`src/rtl/coh_noc_pkg.sv`:
```
// Shared types and constants for the coherent NoC crosspoint ports:
// flit layout, channel codes, VC count and credit-counter width.
package coh_noc_pkg;

    localparam int NUM_VC             = 4;
    localparam int VC_ID_WIDTH        = 2;
    localparam int CREDIT_COUNT_WIDTH = 4;
    localparam int FLIT_WIDTH         = 32;

    typedef enum logic [1:0] {
        CHAN_REQ = 2'b00,
        CHAN_RSP = 2'b01,
        CHAN_DAT = 2'b10,
        CHAN_SNP = 2'b11
    } chan_e;

    typedef struct packed {
        logic [7:0]  txn_id;
        logic [3:0]  opcode;
        logic [19:0] addr;
    } req_flit_t;

    typedef union packed {
        logic [FLIT_WIDTH-1:0] raw;
        req_flit_t             req;
    } flit_u;

    typedef enum logic {
        ARB_FREE,
        ARB_HOLD
    } arb_state_e;

    // Maps a three-letter channel name to its wire code; unknown names fall back to REQ.
    function automatic chan_e chan_code(input logic [23:0] name);
        case (name)
            "RSP":   return CHAN_RSP;
            "DAT":   return CHAN_DAT;
            "SNP":   return CHAN_SNP;
            default: return CHAN_REQ;
        endcase
    endfunction

endpackage

```
`src/rtl/xp_port_rx_if.sv`:
```
// Flit/credit bundle between an upstream sender, the receive port and the router core.
// master = upstream + core side, slave = the receive port.
interface xp_port_rx_if;
    import coh_noc_pkg::*;

    logic                          in_valid;
    logic                          in_ready;
    flit_u                         in_flit;
    logic [VC_ID_WIDTH-1:0]        in_vc_id;
    logic [1:0]                    in_channel_type;
    logic [CREDIT_COUNT_WIDTH-1:0] in_credit_count;
    logic                          in_credit_return;
    logic                          out_valid;
    logic                          out_ready;
    flit_u                         out_flit;
    logic [VC_ID_WIDTH-1:0]        out_vc_id;
    logic                          crd_rtn_valid;
    logic [VC_ID_WIDTH-1:0]        crd_rtn_vc;
    logic                          err_chan_type;

    modport master (
        output in_valid, in_flit, in_vc_id, in_channel_type, in_credit_return, out_ready,
        input  in_ready, in_credit_count, out_valid, out_flit, out_vc_id,
               crd_rtn_valid, crd_rtn_vc, err_chan_type
    );

    modport slave (
        input  in_valid, in_flit, in_vc_id, in_channel_type, in_credit_return, out_ready,
        output in_ready, in_credit_count, out_valid, out_flit, out_vc_id,
               crd_rtn_valid, crd_rtn_vc, err_chan_type
    );

endinterface

```
`src/rtl/xp_vc_fifo.sv`:
```
// Single virtual-channel flit buffer: power-of-two depth, wrapping pointers,
// explicit occupancy counter so full/empty need no extra pointer bit.
module xp_vc_fifo
    import coh_noc_pkg::*;
#(
    parameter  int DEPTH = 4,
    localparam int PW    = $clog2(DEPTH)
) (
    input  logic        clk,
    input  logic        rst_n,
    input  logic        push,
    input  logic        pop,
    input  flit_u       din,
    output logic        full,
    output logic        empty,
    output logic [PW:0] count,
    output flit_u       head
);

    flit_u         mem [DEPTH];
    logic [PW-1:0] wr_ptr;
    logic [PW-1:0] rd_ptr;

    // NOTE: storage is deliberately not reset; the pointers and count define validity.
    always_ff @(posedge clk) begin
        if (push) mem[wr_ptr] <= din;
    end

    // NOTE: sequential state always uses non-blocking assignments so every register
    // samples pre-edge values regardless of process ordering.
    always_ff @(posedge clk or negedge rst_n) begin
        if (!rst_n) begin
            wr_ptr <= '0;
            rd_ptr <= '0;
            count  <= '0;
        end else begin
            if (push) wr_ptr <= wr_ptr + PW'(1);
            if (pop)  rd_ptr <= rd_ptr + PW'(1);
            case ({push, pop})
                2'b10:   count <= count + (PW+1)'(1);
                2'b01:   count <= count - (PW+1)'(1);
                default: count <= count;
            endcase
        end
    end

    assign full  = (count == (PW+1)'(DEPTH));
    assign empty = (count == '0);
    assign head  = mem[rd_ptr];

endmodule

```
`src/rtl/xp_port_rx.sv`:
```
// Crosspoint receive port: four per-VC flit buffers, round-robin dequeue with
// grant locking while the core stalls, one credit pulse per pop.
module xp_port_rx
    import coh_noc_pkg::*;
#(
    parameter logic [23:0] CHANNEL_TYPE = "REQ",
    parameter int          VC_DEPTH     = 4
) (
    input  logic         clk,
    input  logic         rst_n,
    xp_port_rx_if.slave  port_if
);

    localparam int         PW        = $clog2(VC_DEPTH);
    localparam logic [1:0] CHAN_CODE = chan_code(CHANNEL_TYPE);

    logic [NUM_VC-1:0]      push_vec, pop_vec, full_vec, empty_vec;
    logic [PW:0]            count_arr [NUM_VC];
    flit_u                  head_arr  [NUM_VC];

    arb_state_e             state, next_state;
    logic [VC_ID_WIDTH-1:0] rr_ptr, next_rr;
    logic [VC_ID_WIDTH-1:0] held_vc, next_held;
    logic [VC_ID_WIDTH-1:0] search_vc, cand, grant_vc;
    logic                   accept, pop;
    logic                   unused_credit_return;

    for (genvar v = 0; v < NUM_VC; v++) begin : g_vc
        xp_vc_fifo #(.DEPTH(VC_DEPTH)) u_fifo (
            .clk   (clk),
            .rst_n (rst_n),
            .push  (push_vec[v]),
            .pop   (pop_vec[v]),
            .din   (port_if.in_flit),
            .full  (full_vec[v]),
            .empty (empty_vec[v]),
            .count (count_arr[v]),
            .head  (head_arr[v])
        );
    end

    assign unused_credit_return = port_if.in_credit_return;

    assign port_if.in_ready        = ~full_vec[port_if.in_vc_id];
    assign port_if.in_credit_count = CREDIT_COUNT_WIDTH'(VC_DEPTH)
                                   - CREDIT_COUNT_WIDTH'(count_arr[port_if.in_vc_id]);
    assign accept = port_if.in_valid & port_if.in_ready;

    // NOTE: every always_comb output gets a default first so no path can infer a latch.
    always_comb begin
        push_vec = '0;
        pop_vec  = '0;
        if (accept) push_vec[port_if.in_vc_id] = 1'b1;
        if (pop)    pop_vec[grant_vc]          = 1'b1;
    end

    always_ff @(posedge clk or negedge rst_n) begin
        if (!rst_n) begin
            state   <= ARB_FREE;
            rr_ptr  <= VC_ID_WIDTH'(NUM_VC - 1);
            held_vc <= '0;
        end else begin
            state   <= next_state;
            rr_ptr  <= next_rr;
            held_vc <= next_held;
        end
    end

    // A stalled grant is locked so a newly filled, higher-priority VC cannot steal it.
    always_comb begin
        next_state = state;
        next_rr    = rr_ptr;
        next_held  = held_vc;
        if (pop) begin
            next_state = ARB_FREE;
            next_rr    = grant_vc;
        end else if (port_if.out_valid) begin
            next_state = ARB_HOLD;
            next_held  = grant_vc;
        end
    end

    // Descending scan so the last hit is the nearest VC after rr_ptr.
    always_comb begin
        search_vc = rr_ptr;
        cand      = '0;
        for (int i = NUM_VC; i >= 1; i--) begin
            cand = rr_ptr + VC_ID_WIDTH'(i);
            if (!empty_vec[cand]) search_vc = cand;
        end
        grant_vc          = (state == ARB_HOLD) ? held_vc : search_vc;
        port_if.out_valid = ~&empty_vec;
        port_if.out_vc_id = grant_vc;
        port_if.out_flit  = head_arr[grant_vc];
        pop               = port_if.out_valid & port_if.out_ready;
    end

    always_ff @(posedge clk or negedge rst_n) begin
        if (!rst_n) begin
            port_if.crd_rtn_valid <= 1'b0;
            port_if.crd_rtn_vc    <= '0;
        end else begin
            port_if.crd_rtn_valid <= pop;
            if (pop) port_if.crd_rtn_vc <= grant_vc;
        end
    end

    always_ff @(posedge clk or negedge rst_n) begin
        if (!rst_n)                                            port_if.err_chan_type <= 1'b0;
        else if (accept && port_if.in_channel_type != CHAN_CODE) port_if.err_chan_type <= 1'b1;
    end

endmodule

```
`src/flat_wrapper.sv`:
```
// flat-port wrapper written by rule: the top's interface ports become plain ports
module xp_port_rx_flat import coh_noc_pkg::*;
#(
    parameter logic [23:0] CHANNEL_TYPE = "   ",
    parameter int          VC_DEPTH     = 4
)
  (clk, rst_n, port_if_in_valid, port_if_in_flit, port_if_in_vc_id, port_if_in_channel_type, port_if_in_credit_return, port_if_out_ready, port_if_in_ready, port_if_in_credit_count, port_if_out_valid, port_if_out_flit, port_if_out_vc_id, port_if_crd_rtn_valid, port_if_crd_rtn_vc, port_if_err_chan_type);
  xp_port_rx_if port_if_i ();
  input  logic clk;
  input  logic rst_n;
  input wire logic [$bits(port_if_i.in_valid)-1:0] port_if_in_valid;
  input wire logic [$bits(port_if_i.in_flit)-1:0] port_if_in_flit;
  input wire logic [$bits(port_if_i.in_vc_id)-1:0] port_if_in_vc_id;
  input wire logic [$bits(port_if_i.in_channel_type)-1:0] port_if_in_channel_type;
  input wire logic [$bits(port_if_i.in_credit_return)-1:0] port_if_in_credit_return;
  input wire logic [$bits(port_if_i.out_ready)-1:0] port_if_out_ready;
  output wire logic [$bits(port_if_i.in_ready)-1:0] port_if_in_ready;
  output wire logic [$bits(port_if_i.in_credit_count)-1:0] port_if_in_credit_count;
  output wire logic [$bits(port_if_i.out_valid)-1:0] port_if_out_valid;
  output wire logic [$bits(port_if_i.out_flit)-1:0] port_if_out_flit;
  output wire logic [$bits(port_if_i.out_vc_id)-1:0] port_if_out_vc_id;
  output wire logic [$bits(port_if_i.crd_rtn_valid)-1:0] port_if_crd_rtn_valid;
  output wire logic [$bits(port_if_i.crd_rtn_vc)-1:0] port_if_crd_rtn_vc;
  output wire logic [$bits(port_if_i.err_chan_type)-1:0] port_if_err_chan_type;
  assign port_if_i.in_valid = port_if_in_valid;
  assign port_if_i.in_flit = port_if_in_flit;
  assign port_if_i.in_vc_id = port_if_in_vc_id;
  assign port_if_i.in_channel_type = port_if_in_channel_type;
  assign port_if_i.in_credit_return = port_if_in_credit_return;
  assign port_if_i.out_ready = port_if_out_ready;
  assign port_if_in_ready = port_if_i.in_ready;
  assign port_if_in_credit_count = port_if_i.in_credit_count;
  assign port_if_out_valid = port_if_i.out_valid;
  assign port_if_out_flit = port_if_i.out_flit;
  assign port_if_out_vc_id = port_if_i.out_vc_id;
  assign port_if_crd_rtn_valid = port_if_i.crd_rtn_valid;
  assign port_if_crd_rtn_vc = port_if_i.crd_rtn_vc;
  assign port_if_err_chan_type = port_if_i.err_chan_type;
  xp_port_rx #(.CHANNEL_TYPE(CHANNEL_TYPE), .VC_DEPTH(VC_DEPTH)) u_core (.clk(clk), .rst_n(rst_n), .port_if(port_if_i));
endmodule
```
`config.mk`:
```
export PLATFORM = sky130hd
export DESIGN_NAME = xp_port_rx_flat
export DESIGN_NICKNAME = d
export VERILOG_FILES = /design/src/rtl/coh_noc_pkg.sv /design/src/rtl/xp_port_rx_if.sv /design/src/rtl/xp_vc_fifo.sv /design/src/rtl/xp_port_rx.sv /design/src/flat_wrapper.sv
export SDC_FILE = /design/constraint.sdc
export NUM_CORES = 1
export LEC_CHECK = 0
export CAP_MARGIN = 15
export CORE_MARGIN = 4
export CORE_UTILIZATION = 34
export CTS_BUF_LIST = sky130_fd_sc_hd__clkbuf_8
export CTS_CLUSTER_SIZE = 24
export DETAILED_ROUTE_END_ITERATION = 6
export PLACE_DENSITY_LB_ADDON = 0.05
export SLEW_MARGIN = 10
export SYNTH_ARGS = -nofsm -noshare
export SYNTH_HDL_FRONTEND = slang
export SYNTH_HIERARCHICAL = 1
export SYNTH_SLANG_ARGS = --single-unit
export TNS_END_PERCENT = 20
```
`constraint.sdc`:
```
create_clock -name clk -period 2.8 [get_ports clk]
set_input_delay 0.28 -clock clk [delete_from_list [all_inputs] [get_ports clk]]
set_output_delay 0.28 -clock clk [all_outputs]
set_load 0.05 [all_outputs]
```
==> metrics.md, run 1 <==
| Metric | Value |
|---|---|
| Synth top area cells | edfxtp_1, mux4_2, dfrtp_1 |
| Slew Viols, Final | 0 |
| Arr. time, crit path | 3.16 ns |
| Routed wire length | 58,570 um |
| Max-Cap Viols | 0 |
| Critical path type | flop to output pin |
| Root Buffer | clkbuf_8 |
| Rel. slew slack | 41.49% |
| PwrDens | 1155 mW/mm^2 |
| Slew of the pin with the lowest slew margin | 0.8776 ns |
| Worst hold margin | 0.2519 ns |
| Yosys top cell area share | 67.43% |
| DP HPWL | 34,680 um |
| CP cell instances | nor3_4 > buf_4 > o2bb2ai_4 > buf_4 > o2bb2ai_4 > buf_12 > buf_4 > a222oi_1 > mux2i_1 > buf_12 |
| Area leader, netlist | edfxtp_1 |
| Layout cell share with drive strength beyond 1 | 38.96% |
| First-pass GRT wire length | 85,260 um |
| Dpl cell area | 0.02608 sq mm |
| Sequential Area | 0.01633 sq mm |
| Vias/cell | 5.188 |
| Most frequent cells in the layout | edfxtp_1, mux4_2, clkbuf_8 |
| Power Total | 32,830 uW |
| GPL Wtd Cong | 0.6895 |
| CTS buffer count | 99 |
| Post-route ant nets | 0 |
| Clk_lat worst skew | 0.69 ns |
| Total Nets Final | 1,409 |
| Adder-Cell Fraction of Synth Area | 1.504% |
| Tmin final | 3.445 ns |
| CP top delay family | buffers and inverters |
| Die Area | 0.07127 sq mm |
| R2r setup slk | -0.14 ns |
| Core area | 0.06610 sq mm |
| Synth unique cells | 42 |
| Routed len/inst | 25.61 um |
| CP max FO | 10 |
| IO Pins | 85 |
| Synth Area in Compound Gates | 3.583% |
| Post-Synth XOR/XNOR Area | 0.9603% |
| Source of the critical timing path | u_core/g_vc[1].u_fifo/count[0] |
| Min-delay worst type | primary input to asynchronous set/reset pin |
| Clock transition at the registers of the reported paths | 0.06 ns |
| H-tree depth | 3 |
| Setup TNS Final | -18.48 ns |
| Port-buffer cells | 83 |
| RSZ-0062 raised after global routing | yes |
| Startpoint Class | flop |
| # rows | 94 |
| P_leak | 0.009661 uW |
| Worst Setup End Kind | output pin |
| Largest net degree at the start of global routing | 39 |
| Critical path capture point | port_if_out_flit[7] |
| Vias in the first global route | 12,440 |
| Seq cells post-synth | 549 |
| Worst path required time | 2.52 ns |
| Net Count, Synth | 1,149 |
| Crit path max-delay cell type | a222oi_1 |
| Largest family of logic cells by synthesized area | multiplexers |
| DRC viols | 2 |
| Tcrit/Tclk final | 123.0% |
| WP buf/inv | 5 |
| Post-synthesis simple-gate area fraction | 1.482% |
| Syn_area_per_cell | 21.05 sq um |
| Reg-to-Reg End | u_core/g_vc[1].u_fifo/count[2] |
| Gr ovfl total | 0 |
| Die height | 267.0 um |
| Multi-input gate area | 0.006068 sq mm |
| Worst setup margin | -0.6450 ns |
| CP dominant cell by count | buf_4 |
| Post-route cell area | 0.02842 sq mm |
| Cells after Synth | 1,083 |
| Most common cell after layout, fill and taps aside | edfxtp_1 |
| Initial antenna violation count | 2 |
| Worst vdd ir | 0.8959 mV |
| CTS tree | done |
| Filler Cell Count | 5,811 |
| Vias post-DR | 11,870 |
| Drt pass-1 iters | 7 |
| Total GRT Usage | 16.41% |
| Post-synthesis mux area share | 18.00% |
| Levels on crit path | 10 |
| Reg2Reg Launch Point | u_core/g_vc[3].u_fifo/count[0] |
| Max stage delay on crit path | 0.50 ns |
| Fmax | 0.2903 GHz |
| YS warnings | 6 |
| Final Util | 42.99% |
| Final Hold Vio Count | 0 |
| Max clock buf depth | 3 |
| Final setup vio count | 37 |
| DR iter-0 viols | 1,000 |
| Worst R2R Path Depth | 14 |
| Clock tree sinks | 549 |
| Status | finished with violations |
| Area Growth Syn to Fin | 24.63% |
| Clk_skew | 0.05242 ns |
| Initial core utilization | 34.50% |
| Chip width | 267.0 um |
| Mapped cell area | 0.02280 sq mm |
| Failing checks | DRC, setup timing |
| Seq/Total Area, Yosys | 71.50% |
## timing repair
item	CTS	global route
gates resized for setup	23	40
hold buffers	1	0
pin swaps	2	23
buffers inserted	3	16
cloned	0	2
hold endpoints to repair	31	0
setup endpoints to repair	34	39
## state kept, by name, summed over array words and instances (netlist names)
signal,cells
u_core/state,1
u_core/port_if.err_chan_type,1
u_core/g_vc.u_fifo/rd_ptr,8
u_core/port_if.crd_rtn_vc,2
u_core/g_vc.u_fifo/count,12
u_core/rr_ptr,2
u_core/g_vc.u_fifo/wr_ptr,8
u_core/port_if.crd_rtn_valid,1
u_core/held_vc,2
u_core/g_vc.u_fifo/mem,512
## worst min-delay path by stage
stage                                     from  slack [ns]                             end  cells after the start
floorplan                                rst_n       -0.02  u_core/g_vc[0].u_fifo/count[0]                      0
global placement                         rst_n        0.46    u_core/port_if.err_chan_type                      1
detailed placement                       rst_n        0.45    u_core/port_if.err_chan_type                      1
CTS                 port_if_in_channel_type[0]        0.18    u_core/port_if.err_chan_type                      3
global route        port_if_in_channel_type[0]        0.25    u_core/port_if.err_chan_type                      3
finish                                   rst_n        0.25    u_core/port_if.err_chan_type                      2
## power by group
group          switching, uW  total (uW)  leakage [uW]  internal [uW]
clock network           3340        7040       0.00102           3710
registers                486       10200       0.00504           9700
logic                   7860       15600       0.00360           7740
## cells in the mapped netlist (all sizes together)
master and count:
o2bb2ai 3, a22oi 1, o21ai 10, o21bai 1, o31ai 1, nor2 10
nor3 6, dfrtp 35, a31o 1, a21o 2, inv 33, nand2 15
o221ai 1, ha 21, dfstp 2, nor2b 4, edfxtp 512, mux2i 35
nor3b 1, xor2 17, fa 4, xnor2 8, nor4bb 1, a222oi 64
mux4 132, or2 1, and2 18, a211o 1, buf 47, o21a 1
a21oi 3, nor4b 1, nand2b 2, and3 4, clkbuf 20, nand4 1
mux2 64
## kinds of logic (layout without fill, tap and decap cells)
group           count (synthesis)  count (layout)
simple gates                   64              64
fa+ha+maj                      25              25
buf+inv                       100             439
other cells                     0               1
compound gates                 89              89
xor+xnor                       25              25
mux                           231             231
flops                         549             549
## layer usage
metal / GRT usage (%) / vias to the layer above / share of wire, %
met5: 0 / - / 0.022
met4: 4.283 / 2 / 2.0
met3: 3.540 / 93 / 5.5
met2: 26.58 / 347 / 48
met1: 22.71 / 6296 / 44
li1: - / 5128 / -
## final cells by class
class / instances / share of cell area (%)
flip-flops and latches: 549 / 57.47
clock buffers: 100 / 4.843
repair buffers: 226 / 10.43
well taps: 864 / 3.804
clock inverters: 80 / 1.664
diodes: 1 / 0.008806
multi-input cells: 434 / 21.35
inverters: 33 / 0.4359
## per-stage QoR
step,instances,setup WS [ns]
after floorplan,1083,-0.07097
after global placement,2088,0.009057
after detailed placement,2088,-0.02886
after CTS,2272,-0.7430
after global routing,2287,-0.8197
final,2287,-0.6450
Note: power is estimated with default switching activity, not from simulation.
==> inputs of run 2 (changes only) <==
CORE_ASPECT_RATIO = 1.4   (was unset)
==> run 2 against run 1 <==
- the flow still finishes with violations (DRC, setup timing)
- worst setup slack improved by 0.081 ns
- worst hold slack improved by 0.028 ns
- design area shrank 0.44%
- sequential share of layout area grew 0.26 points
- clock skew down 0.024 ns
- fmax grew 2.4%
- sequential cell count is the same
- global-route usage increased by 0.74 points
- combinational power up 3%
- sequential power about the same
- largest power group unchanged
==> metrics.md, run 2 (synthesis gave the netlist of run 1 again) <==
| Metric | Value |
|---|---|
| Max-Cap Viols | 0 (unchanged) |
| First-pass GRT wire length | 87,810 um (was 85,260 um) |
| Largest registers | u_core/g_vc.u_fifo/mem (512), u_core/g_vc.u_fifo/count (12) (unchanged) |
| R2r setup slk | -0.08 ns (was -0.14 ns) |
| Area Growth Syn to Fin | 24.08% (was 24.63%) |
| Worst setup margin | -0.5640 ns (was -0.6450 ns) |
| Clock transition at the registers of the reported paths | 0.06 ns (about the same) |
| Clk_lat worst skew | 0.67 ns (was 0.69 ns) |
| Most frequent cells in the layout | edfxtp_1, mux4_2, buf_4 (was edfxtp_1, mux4_2, clkbuf_8) |
| CTS tree | done (unchanged) |
| H-tree depth | 3 (unchanged) |
| Total GRT Usage | 17.15% (was 16.41%) |
| Final Hold Vio Count | 0 (unchanged) |
| CTS buffer count | 91 (was 99) |
| Multi-input gate area | 0.006072 sq mm (was 0.006068 sq mm) |
| Vias/cell | 5.269 (was 5.188) |
| Port-buffer cells | 83 (unchanged) |
| PwrDens | 1157 mW/mm^2 (was 1155 mW/mm^2) |
| Clk_skew | 0.02819 ns (was 0.05242 ns) |
| Tcrit/Tclk final | 120.1% (was 123.0%) |
| Slew of the pin with the lowest slew margin | 0.9470 ns (was 0.8776 ns) |
| Worst Setup End Kind | output pin (unchanged) |
| GPL Wtd Cong | 0.6965 (was 0.6895) |
| DRC viols | 1 (was 2) |
| Fmax | 0.2973 GHz (was 0.2903 GHz) |
| Global routing's busiest layer | met2 (unchanged) |
| Root Buffer | clkbuf_8 (unchanged) |
| Clock tree sinks | 549 (unchanged) |
| GRT met1 Usage | 21.67% (was 22.71%) |
| P_leak | 0.009692 uW (was 0.009661 uW) |
| Post-route ant nets | 0 (unchanged) |
| Slew Viols, Final | 0 (unchanged) |
| Final setup vio count | 35 (was 37) |
| DR iter-0 viols | 920 (was 1,000) |
| IO Pins | 85 (unchanged) |
| Die Area | 0.07133 sq mm (was 0.07127 sq mm) |
| Final Util | 42.50% (was 42.99%) |
| Initial antenna violation count | 2 (unchanged) |
| # rows | 112 (was 94) |
| RSZ-0062 raised after global routing | yes (unchanged) |
| Gr ovfl total | 0 (unchanged) |
| Max clock buf depth | 3 (unchanged) |
| Critical path type | flop to output pin (unchanged) |
| Initial core utilization | 34.26% (was 34.50%) |
| Largest register FFs | 512 (unchanged) |
| Biggest register | u_core/g_vc.u_fifo/mem (unchanged) |
| Startpoint Class | flop (unchanged) |
| Chip width | 226.9 um (was 267.0 um) |
| Setup TNS Final | -15.61 ns (was -18.48 ns) |
| Worst hold margin | 0.2798 ns (was 0.2519 ns) |
| Vias in the first global route | 12,680 (was 12,440) |
| M2 GR Usage | 30.17% (was 26.58%) |
| Power Total | 32,730 uW (was 32,830 uW) |
| Arr. time, crit path | 3.08 ns (was 3.16 ns) |
| Tmin final | 3.364 ns (was 3.445 ns) |
| Die height | 314.4 um (was 267.0 um) |
| Largest net degree at the start of global routing | 46 (was 39) |
| Vias post-DR | 12,000 (was 11,870) |
| Sequential Area | 0.01633 sq mm (about the same) |
| Worst path required time | 2.52 ns (about the same) |
| Status | finished with violations (unchanged) |
| Drt pass-1 iters | 7 (unchanged) |
| Rel. slew slack | 36.87% (was 41.49%) |
| Layout cell share with drive strength beyond 1 | 39.06% (was 38.96%) |
| CP max FO | 7 (was 10) |
| Most common cell after layout, fill and taps aside | edfxtp_1 (unchanged) |
| Total Nets Final | 1,420 (was 1,409) |
| DP HPWL | 35,310 um (was 34,680 um) |
| GR Util met3 | 2.733% (was 3.540%) |
| Filler Cell Count | 5,863 (was 5,811) |
| Worst vdd ir | 0.7515 mV (was 0.8959 mV) |
| Min-delay worst type | primary input to flop (was primary input to asynchronous set/reset pin) |
| Routed len/inst | 26.78 um (was 25.61 um) |
| Routed wire length | 60,970 um (was 58,570 um) |
| Core area | 0.06656 sq mm (was 0.06610 sq mm) |
| Failing checks | DRC, setup timing (unchanged) |
run 2: cell count changes in the layout (fill, tap and decap cells not counted), moves of 3 or more:
cell	before	now
buf_4	80	107
clkinv_1	34	24
clkbuf_8	100	93
buf_12	80	75
clkinvlp_4	5	0
inv_1	55	59
mux2_2	64	60
mux2_4	0	4
buf_8	4	1
run 2: final cells by class:
type	count	share of cell area [%]
antenna	1	0.008845
clock buffer	93	4.524
clock inverter	67	1.243
inverter	33	0.4378
multi-input combinational	434	21.46
sequential	549	57.73
tap	855	3.781
timing repair buffer	245	10.82
run 2: report_power, final:
part / total [uW] / internal [uW] / switching, uW
Sequential: 10200 / 9700 / 489
Clock: 6510 / 3350 / 3160
Combinational: 16000 / 8070 / 7960
Total: 32700 / 21100 / 11600
run 2: what timing repair did:
item / 4_1_cts / 5_1_grt
endpoints found under the setup margin: 34 / 39
resized for setup: 39 / 16
hold endpoints to repair: 35 / 0
pin swaps: 12 / 13
gates cloned: 2 / 1
hold buffers: 1 / 0
setup buffers: 21 / 17
run 2: path summary, 6_finish.rpt:
check,cells past startpoint,startpoint,endpoint
max,13,u_core/g_vc[3].u_fifo/count[1],port_if_out_flit[17]
min,3,port_if_in_channel_type[0],u_core/port_if.err_chan_type
max reg2reg,15,u_core/g_vc[3].u_fifo/count[1],u_core/g_vc[2].u_fifo/count[2]
min reg2reg,2,u_core/port_if.crd_rtn_vc[0],u_core/port_if.crd_rtn_vc[0]
max in group asynchronous,2,rst_n,u_core/g_vc[0].u_fifo/rd_ptr[0]
min in group asynchronous,2,rst_n,u_core/g_vc[1].u_fifo/count[0]
run 2: worst max-delay path, stage by stage (launching register included):
cell	delay [ns]
dfrtp_1	0.40
nor3_4	0.19
buf_6	0.15
o2bb2ai_4	0.16
buf_6	0.13
o31ai_4	0.06
buf_12	0.15
buf_12	0.13
buf_12	0.13
buf_4	0.14
a222oi_1	0.32
mux2i_1	0.15
buf_4	0.17
buf_12	0.14
run 2: per-layer routing:
metal,up-vias,part of all wire [%]
li1,5137,-
met2,317,53
met3,76,4.8
met5,-,0.030
met1,6466,40
met4,2,2.1
run 2: stage by stage:
step / instances / worst slack [ns] / cell area [sq um]
finish: 2277 / -0.5640 / 28290
global route: 2277 / -0.7482 / 28290
CTS: 2260 / -0.6711 / 28090
detailed placement: 2078 / -0.05792 / 26010
global placement: 2078 / -0.06697 / 26010
floorplan: 1083 / -0.07097 / 22860
